<file path="src/rtl/clkrst_pkg.sv">
// rtl/clkrst_pkg.sv - shared state encoding, counter sizing and saturation limit for the clock/reset front end
package clkrst_pkg;

    localparam logic [2:0] PLL_RESET = 3'd0;
    localparam logic [2:0] WAIT_LOCK = 3'd1;
    localparam logic [2:0] FILTER    = 3'd2;
    localparam logic [2:0] RELEASE   = 3'd3;
    localparam logic [2:0] RUN       = 3'd4;

    localparam logic [7:0] SAT_MAX = 8'hFF;

    // One extra bit so the largest terminal value always fits.
    function automatic int cnt_width(input int a, input int b, input int c, input int d);
        int m;
        m = a;
        if (b > m) m = b;
        if (c > m) m = c;
        if (d > m) m = d;
        return $clog2(m) + 1;
    endfunction

endpackage

</file>
<file path="src/rtl/sync_2ff.sv">
// rtl/sync_2ff.sv - two-flop synchronizer for a single asynchronous input, resets to 0
module sync_2ff (
    input  logic clk_i,
    input  logic reset_i,
    input  logic d_i,
    output logic q_o
);

    logic meta_q;
    logic sync_q;

    always_ff @(posedge clk_i) begin
        if (reset_i) begin
            meta_q <= 1'b0;
            sync_q <= 1'b0;
        end else begin
            meta_q <= d_i;
            sync_q <= meta_q;
        end
    end

    assign q_o = sync_q;

endmodule

</file>
<file path="src/rtl/pll_reset_seq.sv">
// rtl/pll_reset_seq.sv - PLL lock supervisor with retry and ordered release of downstream resets
module pll_reset_seq
    import clkrst_pkg::*;
#(
    parameter int PLL_RST_CYCLES = 16,
    parameter int LOCK_TIMEOUT   = 65536,
    parameter int LOCK_FILTER    = 1024,
    parameter int NUM_STAGES     = 3,
    parameter int STAGE_GAP      = 16
) (
    input  logic                  clk,
    input  logic                  reset,
    input  logic                  pll_locked,
    output logic                  pll_resetb,
    output logic [NUM_STAGES-1:0] stage_reset,
    output logic                  ready,
    output logic [7:0]            lock_loss_count,
    output logic [7:0]            timeout_count
);

    localparam int CW = cnt_width(PLL_RST_CYCLES, LOCK_TIMEOUT, LOCK_FILTER, STAGE_GAP);
    localparam int IW = (NUM_STAGES > 1) ? $clog2(NUM_STAGES) : 1;

    localparam logic [CW-1:0] RST_LAST  = CW'(PLL_RST_CYCLES - 1);
    localparam logic [CW-1:0] TO_LAST   = CW'(LOCK_TIMEOUT - 1);
    localparam logic [CW-1:0] FILT_LAST = CW'(LOCK_FILTER - 1);
    localparam logic [CW-1:0] GAP_LAST  = CW'(STAGE_GAP - 1);
    localparam logic [IW-1:0] IDX_LAST  = IW'(NUM_STAGES - 1);

    logic                  locked_s;
    logic [2:0]            state_q, state_d;
    logic [CW-1:0]         cnt_q, cnt_d;
    logic [IW-1:0]         idx_q, idx_d;
    logic [NUM_STAGES-1:0] stage_q, stage_d;
    logic                  ready_q, ready_d;
    logic                  resetb_q, resetb_d;
    logic [7:0]            loss_q, loss_d;
    logic [7:0]            tout_q, tout_d;

    sync_2ff u_lock_sync (
        .clk_i   (clk),
        .reset_i (reset),
        .d_i     (pll_locked),
        .q_o     (locked_s)
    );

    always_comb begin
        state_d  = state_q;
        cnt_d    = cnt_q + 1'b1;
        idx_d    = idx_q;
        stage_d  = stage_q;
        ready_d  = ready_q;
        resetb_d = resetb_q;
        loss_d   = loss_q;
        tout_d   = tout_q;

        case (state_q)
            PLL_RESET: begin
                resetb_d = 1'b0;
                stage_d  = '1;
                ready_d  = 1'b0;
                if (cnt_q == RST_LAST) begin
                    state_d  = WAIT_LOCK;
                    cnt_d    = '0;
                    resetb_d = 1'b1;
                end
            end
            WAIT_LOCK: begin
                // Lock arriving on the expiry cycle wins; no timeout is counted.
                if (locked_s) begin
                    state_d = FILTER;
                    cnt_d   = '0;
                end else if (cnt_q == TO_LAST) begin
                    state_d  = PLL_RESET;
                    cnt_d    = '0;
                    resetb_d = 1'b0;
                    tout_d   = (tout_q == SAT_MAX) ? tout_q : tout_q + 8'd1;
                end
            end
            FILTER: begin
                if (!locked_s) begin
                    state_d = WAIT_LOCK;
                    cnt_d   = '0;
                end else if (cnt_q == FILT_LAST) begin
                    state_d = RELEASE;
                    cnt_d   = '0;
                    idx_d   = '0;
                end
            end
            RELEASE, RUN: begin
                // Lock loss is checked first so a pending stage release is dropped.
                if (!locked_s) begin
                    state_d = WAIT_LOCK;
                    cnt_d   = '0;
                    stage_d = '1;
                    ready_d = 1'b0;
                    loss_d  = (loss_q == SAT_MAX) ? loss_q : loss_q + 8'd1;
                end else if (state_q == RUN) begin
                    cnt_d = cnt_q;
                end else if (cnt_q == GAP_LAST) begin
                    cnt_d = '0;
                    for (int k = 0; k < NUM_STAGES; k++) begin
                        if (k == int'(idx_q)) stage_d[k] = 1'b0;
                    end
                    if (idx_q == IDX_LAST) begin
                        state_d = RUN;
                        ready_d = 1'b1;
                    end else begin
                        idx_d = idx_q + 1'b1;
                    end
                end
            end
            default: begin
                state_d  = PLL_RESET;
                cnt_d    = '0;
                stage_d  = '1;
                ready_d  = 1'b0;
                resetb_d = 1'b0;
            end
        endcase
    end

    always_ff @(posedge clk) begin
        if (reset) begin
            state_q  <= PLL_RESET;
            cnt_q    <= '0;
            idx_q    <= '0;
            stage_q  <= '1;
            ready_q  <= 1'b0;
            resetb_q <= 1'b0;
            loss_q   <= 8'd0;
            tout_q   <= 8'd0;
        end else begin
            state_q  <= state_d;
            cnt_q    <= cnt_d;
            idx_q    <= idx_d;
            stage_q  <= stage_d;
            ready_q  <= ready_d;
            resetb_q <= resetb_d;
            loss_q   <= loss_d;
            tout_q   <= tout_d;
        end
    end

    assign pll_resetb      = resetb_q;
    assign stage_reset     = stage_q;
    assign ready           = ready_q;
    assign lock_loss_count = loss_q;
    assign timeout_count   = tout_q;

endmodule

</file>
<file path="config.mk">
export PLATFORM = sky130hd
export DESIGN_NAME = pll_reset_seq
export DESIGN_NICKNAME = d
export VERILOG_FILES = /design/src/rtl/clkrst_pkg.sv /design/src/rtl/sync_2ff.sv /design/src/rtl/pll_reset_seq.sv
export SDC_FILE = /design/constraint.sdc
export NUM_CORES = 1
export LEC_CHECK = 0
export ABC_AREA = 1
export CAP_MARGIN = 30
export CORE_MARGIN = 3
export CORE_UTILIZATION = 51
export CTS_CLUSTER_DIAMETER = 200
export DETAILED_ROUTE_END_ITERATION = 8
export PLACE_DENSITY_LB_ADDON = 0.2
export SKIP_LAST_GASP = 1
export SLEW_MARGIN = 20
export SYNTH_ARGS = -nofsm -noshare
export SYNTH_HDL_FRONTEND = slang
export SYNTH_SLANG_ARGS = --single-unit
</file>
<file path="constraint.sdc">
create_clock -name clk -period 2.1 [get_ports clk]
set_clock_uncertainty 0.1 [all_clocks]
set_input_delay 0.42 -clock clk [delete_from_list [all_inputs] [get_ports clk]]
set_output_delay 0.42 -clock clk [all_outputs]
set_load 0.01 [all_outputs]
</file>
Word-level counts from Yosys, hierarchy flattened
Cells that the tools add are included.
{"block": "totals", "input_bits": 3, "out_inout_bits": 21, "word_cells": 106, "regBits": 45}
{"block": "op_classes", "addsub": 4, "bitwise_logic": 5, "eq_ne": 29, "muxes": 41, "reduce_logical": 15}
{"op": "$mux 17", "n": 7}
{"op": "$pmux 17 s4", "n": 1}
{"op": "$mux 3", "n": 12}
{"op": "$ne 3x3->1 const B", "n": 7}
{"op": "$reduce_and 4->1", "n": 5}
{"op": "$add 17x1->17 const B", "n": 1}
{"op": "$eq 17x10->1 const B", "n": 1}
{"op": "$eq 17x16->1 const B", "n": 1}
{"op": "$eq 17x4->1 const B", "n": 1}
{"op": "$add 8x1->8 const B", "n": 2}
{"op": "$eq 8x8->1 const B", "n": 2}
{"op": "$ne 2x2->1 const B", "n": 7}
{"op": "$mux 2", "n": 6}
{"op": "$pmux 3 s4", "n": 1}
{"op": "$mux 1", "n": 10}
{"op": "$reduce_and 7->1", "n": 1}
{"op": "$eq 3x2->1 const B", "n": 2}
{"op": "$pmux 3 s2", "n": 1}
{"op": "$reduce_and 3->1", "n": 2}
{"op": "$reduce_and 6->1", "n": 1}
{"op": "$not 1->1", "n": 5}
{"op": "$eq 2x2->1 const A", "n": 2}
{"op": "$ne 2x1->1 const B", "n": 2}
{"op": "$pmux 2 s2", "n": 1}
{"op": "12 further kinds", "n": 13}

Logic depth before layout (Yosys ltp)
{"block": "logic_depth", "word_depth": 6, "ltp_mapped": 16, "depth_no_buf": 16}

Cells and area by module
A second synthesis with hierarchy kept.
{"block": "hier_totals", "hier_cells": 353, "area_unflattened_um2": 2388.5}
{"mod": "pll_reset_seq", "cells_each": 347, "seq_area_each_um2": 860.8, "n_inst": 1, "area_per_inst_um2": 2333.5}
{"mod": "sync_2ff", "cells_each": 6, "seq_area_each_um2": 40.0, "n_inst": 1, "area_per_inst_um2": 55.1}

Least setup slack after synthesis
No wires, ideal clock.
{"block": "synth_path", "kind": "register to register", "startpoint": "register cnt_q[0]", "endpoint": "register tout_q[5], in the netlist timeout_count[5]", "t_arrival_ps": 1949, "path_stages_with_launch": 16, "setup_slack_ps": -69, "synth_period_minus_slack_ps": 2169, "path_buffers": 0, "required_time_ps": 1881, "setup_ps": 119, "path_cell_list": "dfxtp_1 > ha_1 > nand3_1 > inv_1 > nand2_1 > nor2_1 > nand2_1 > inv_1 > ha_1 > inv_1 > nor2_1 > nand3b_1 > nor2_1 > nand2_1 > o21ai_0 > a21oi_1"}
{"block": "synth_between", "elab_chain_len": 2}
{"item": "start: declaration", "line_no": "pll_reset_seq.sv:32", "rtl": "logic [CW-1:0] cnt_q, cnt_d;"}
{"item": "start signal: assignment", "line_no": "pll_reset_seq.sv:135", "rtl": "cnt_q <= cnt_d;"}
{"item": "$eq 17x16->1", "line_no": "pll_reset_seq.sv:73", "rtl": "end else if (cnt_q == TO_LAST) begin"}
{"item": "$reduce_and 4->1 (no source line)"}
{"item": "end signal: assignment", "line_no": "pll_reset_seq.sv:141", "rtl": "tout_q <= tout_d;"}
{"item": "end: declaration", "line_no": "pll_reset_seq.sv:38", "rtl": "logic [7:0] tout_q, tout_d;"}
No other way between the ends.
A chain may end at the register's enable or synchronous reset.

Worst setup path after layout
Ends and elaborated chain as after synthesis.

==> summary.txt <==
Run status
  • Status: finished with violations
  • Failing checks: negative setup slack

Cells and area
  • Final net count: 448
  • Share of cells above drive strength 1: 22.6%
  • Area growth, synth to finish: 36.1%
  • # diodes: 0
  • Post-route insts no fill: 490
  • Final Util: 73.7%
  • Fill cell count: approximately 370
  • Final Cell Area: 3280 sq um

Route
  • DR pass1 iterations: 4
  • Starting DRT DRC Count: 189
  • Via density: 5.22
  • Routed WL: 6.05 mm
  • Number of antenna-violating nets in the routed design: 0
  • Routed vias: 2556
  • Wire length per cell: 12.3 um
  • DR DRC count: 0

Hold path
  • WHS Path Cells: 2
  • Worst hold path class: reg2reg

Floorplan
  • Chip width: 74.7 um
  • Die area: 5580 sq um
  • Initial Util: 54.2%
  • Core ar.: between 4000 and 5000 sq um
  • # rows: 24
  • Chip Height: 74.7 um
  • I/O Pins: 24

Synth
  • Netlist area before placement: between 2000 and 2500 sq um
  • Post-synthesis mux area share: 0%
  • Largest family of logic cells by synthesized area: simple AND/OR/NAND/NOR gates
  • Sequential cell area fraction in the yosys report: 37.4%
  • Most frequent cells after synthesis: 87 x nand2_1, 51 x nor2_1, 49 x inv_1
  • Dominant synthesized flop cell: dfxtp_1
  • Mapped Cells: 362
  • Top post-synthesis cells by area: dfxtp_1 37%, nand2_1 14%, nor2_1 8.0%
  • Synth Area in Compound Gates: 12.6%
  • Yosys reg bits: 45
  • Post-Synth Simple-Gate Area: 35.1%
  • Post-synth top area share: approximately 37%
  • YS warnings: 0
  • FFs w/ async S/R, synth: 0%
  • Number of flops mapped to enable cells by yosys: 0
  • Most common cell in the synthesized netlist: nand2_1
  • Post-Synth XOR/XNOR Area: 1.82%
  • Syn nets: 373
  • Synth unique cells: 31
  • Post-synthesis adder-cell area fraction: a little over 4%
  • Syn_area_per_cell: 6.65 sq um
  • Most area-hungry cell type in the Yosys netlist: dfxtp_1

Clock tree
  • CTS max path bufs: 2
  • Root buf cell: clkbuf_8
  • Clock-pin transition on the worst setup and hold timing paths: 80 ps
  • CTS tree: done
  • Post-CTS Hold Fix Bufs: 0
  • H-tree levels: 2
  • TritonCTS Buffers: 5
  • CTS Sinks: 45
  • Clk Latency, worst-skew pair: ~300 ps

STA
  • Slew at the pin closest to its max-slew limit: 433 ps
  • Total negative slack: -80.5 ps
  • Worst Slack Setup Final: -38.8 ps
  • Hold_ws: 315 ps
  • Final setup fails: 5
  • Final Cycle Share: 102%
  • Final Slew Violations: 0
  • Minimum clock period: between 2000 and 2500 ps
  • Worst rel slew slack: 71.0%
  • Fmax: 468 MHz
  • Fin. Hold Viols: 0
  • RSZ-0062 raised after global routing: yes

GRT
  • GRT Residual Overflow: 0
  • Vias in the first global route: ~2200
  • First-pass GRT wire length: 9.52 mm
  • Total track usage: 21.8%
  • Largest net degree at the start of global routing: 20
  • Antenna violations before repair: 0

Placed design
  • RePlAce Congestion: 0.909
  • PortBufs: 23
  • Cell count after placement: about 460
  • Post-DP HPWL: 4.08 mm
  • DP Area: between 2000 and 3000 sq um
  • Post-place setup slack: -138 ps

Setup path
  • CP endpoint kind: register
  • CP Class: reg2reg
  • CP Max Fanout: 6
  • Worst r2r path cells: 16
  • Worst EP arrival: 2240 ps
  • Critical Path Start Type: register
  • Worst path required time: 2200 ps

Pwr
  • Pwr/cell area: 726 nW/um^2
  • Pleak: roughly 1.5 nW
  • Tot Pwr: 2.38 mW
  • Max IR drop VDD: 0.000463 V

Flow run
  • Number of max-cap violations: 0
==> sequential cells by signal (all words and copies together) (netlist names) <==
signal              cells
idx_q                   2
pll_resetb              1
timeout_count           8
ready                   1
u_lock_sync.meta_q      1
cnt_q                  17
state_q                 3
u_lock_sync.q_o         1
stage_reset             3
lock_loss_count         8
==> what timing repair did <==
action	CTS	global route
setup endpoints to repair	6	30
cloned	0	0
resized for setup	6	27
endpoints found under the hold margin	0	0
pin swaps	7	14
setup buffers	14	4
==> worst max-delay path: stages, from the launching register on <==
cell	delay, ps
dfxtp_2	360
ha_4	140
nand3_2	70
inv_2	70
nand2_2	60
nor2_2	100
nand2_1	90
inv_1	70
ha_2	170
inv_2	50
nor2_2	100
nand3b_1	100
buf_6	160
nor2_2	140
nand2_1	90
o21ai_1	120
a21oi_1	50
==> worst paths after layout <==
path | start | to | slack, ps
worst max-delay path | cnt_q[0]$_SDFFE_PP0P_ | timeout_count[5]$_SDFFE_PP0P_ | -40
worst min-delay path | u_lock_sync.meta_q$_SDFF_PP0_ | u_lock_sync.q_o$_SDFF_PP0_ | 320
worst max register to register | cnt_q[0]$_SDFFE_PP0P_ | timeout_count[5]$_SDFFE_PP0P_ | -40
worst min register to register | u_lock_sync.meta_q$_SDFF_PP0_ | u_lock_sync.q_o$_SDFF_PP0_ | 320
==> area by class of cell <==
class                      instances  area [sq um]  area share, %
clock buffer                       6          72.6           2.22
clock inverter                     2          10.0          0.306
inverter                          52           195           5.96
multi-input combinational        261          1430           43.5
sequential                        45           906           27.7
tap                               52          65.1           1.99
timing repair buffer              72           602           18.4
==> per-layer routing <==
metal	GRT usage, %	part of all wire (%)	vias up
met4	8.70	2.5	0
li1	-	-	1312
met1	29.8	47	1162
met2	34.0	47	67
met5	0	0	-
met3	3.87	3.7	15
==> layout by cell type, fill, tap and decap left out, types with 2 or more instances in the layout <==
| cell type | count |
|---|---|
| nand2_1 | 82 |
| buf_4 | 48 |
| nor2_1 | 46 |
| inv_1 | 45 |
| dfxtp_1 | 41 |
| nand3_1 | 26 |
| a21oi_1 | 26 |
| clkdlybuf4s50_1 | 23 |
| o21ai_0 | 18 |
| inv_2 | 7 |
| nor3_1 | 7 |
| nand2_2 | 6 |
| nor2_2 | 5 |
| xor2_1 | 5 |
| ha_1 | 5 |
| clkbuf_8 | 5 |
| nand3_2 | 4 |
| dfxtp_2 | 4 |
| nand3_4 | 3 |
| nor3_4 | 3 |
| o21ai_1 | 3 |
| nor3_2 | 2 |
| nand3b_1 | 2 |
| nor2_4 | 2 |
| nand4_1 | 2 |
| o21ai_4 | 2 |
| ha_2 | 2 |
| clkinv_2 | 2 |
==> report_power, final <==
part / switching [mW] / internal (mW) / total (mW) / leakage, nW
Sequential: 0.0647 / 0.921 / 0.986 / 0.366
Clock: 0.294 / 0.231 / 0.525 / 0.0450
Combinational: 0.520 / 0.347 / 0.868 / 1.08
==> cell families (layout without fill, tap and decap cells) <==
group | after synthesis | after routing
XOR/XNOR | 5 | 5
AO/OA/AOI/OAI | 55 | 55
AND/OR/NAND/NOR | 193 | 193
adder cells (fa/ha/maj) | 8 | 8
flip-flops | 45 | 45
buffers and inverters | 56 | 132
(Power assumes the default switching activity.)
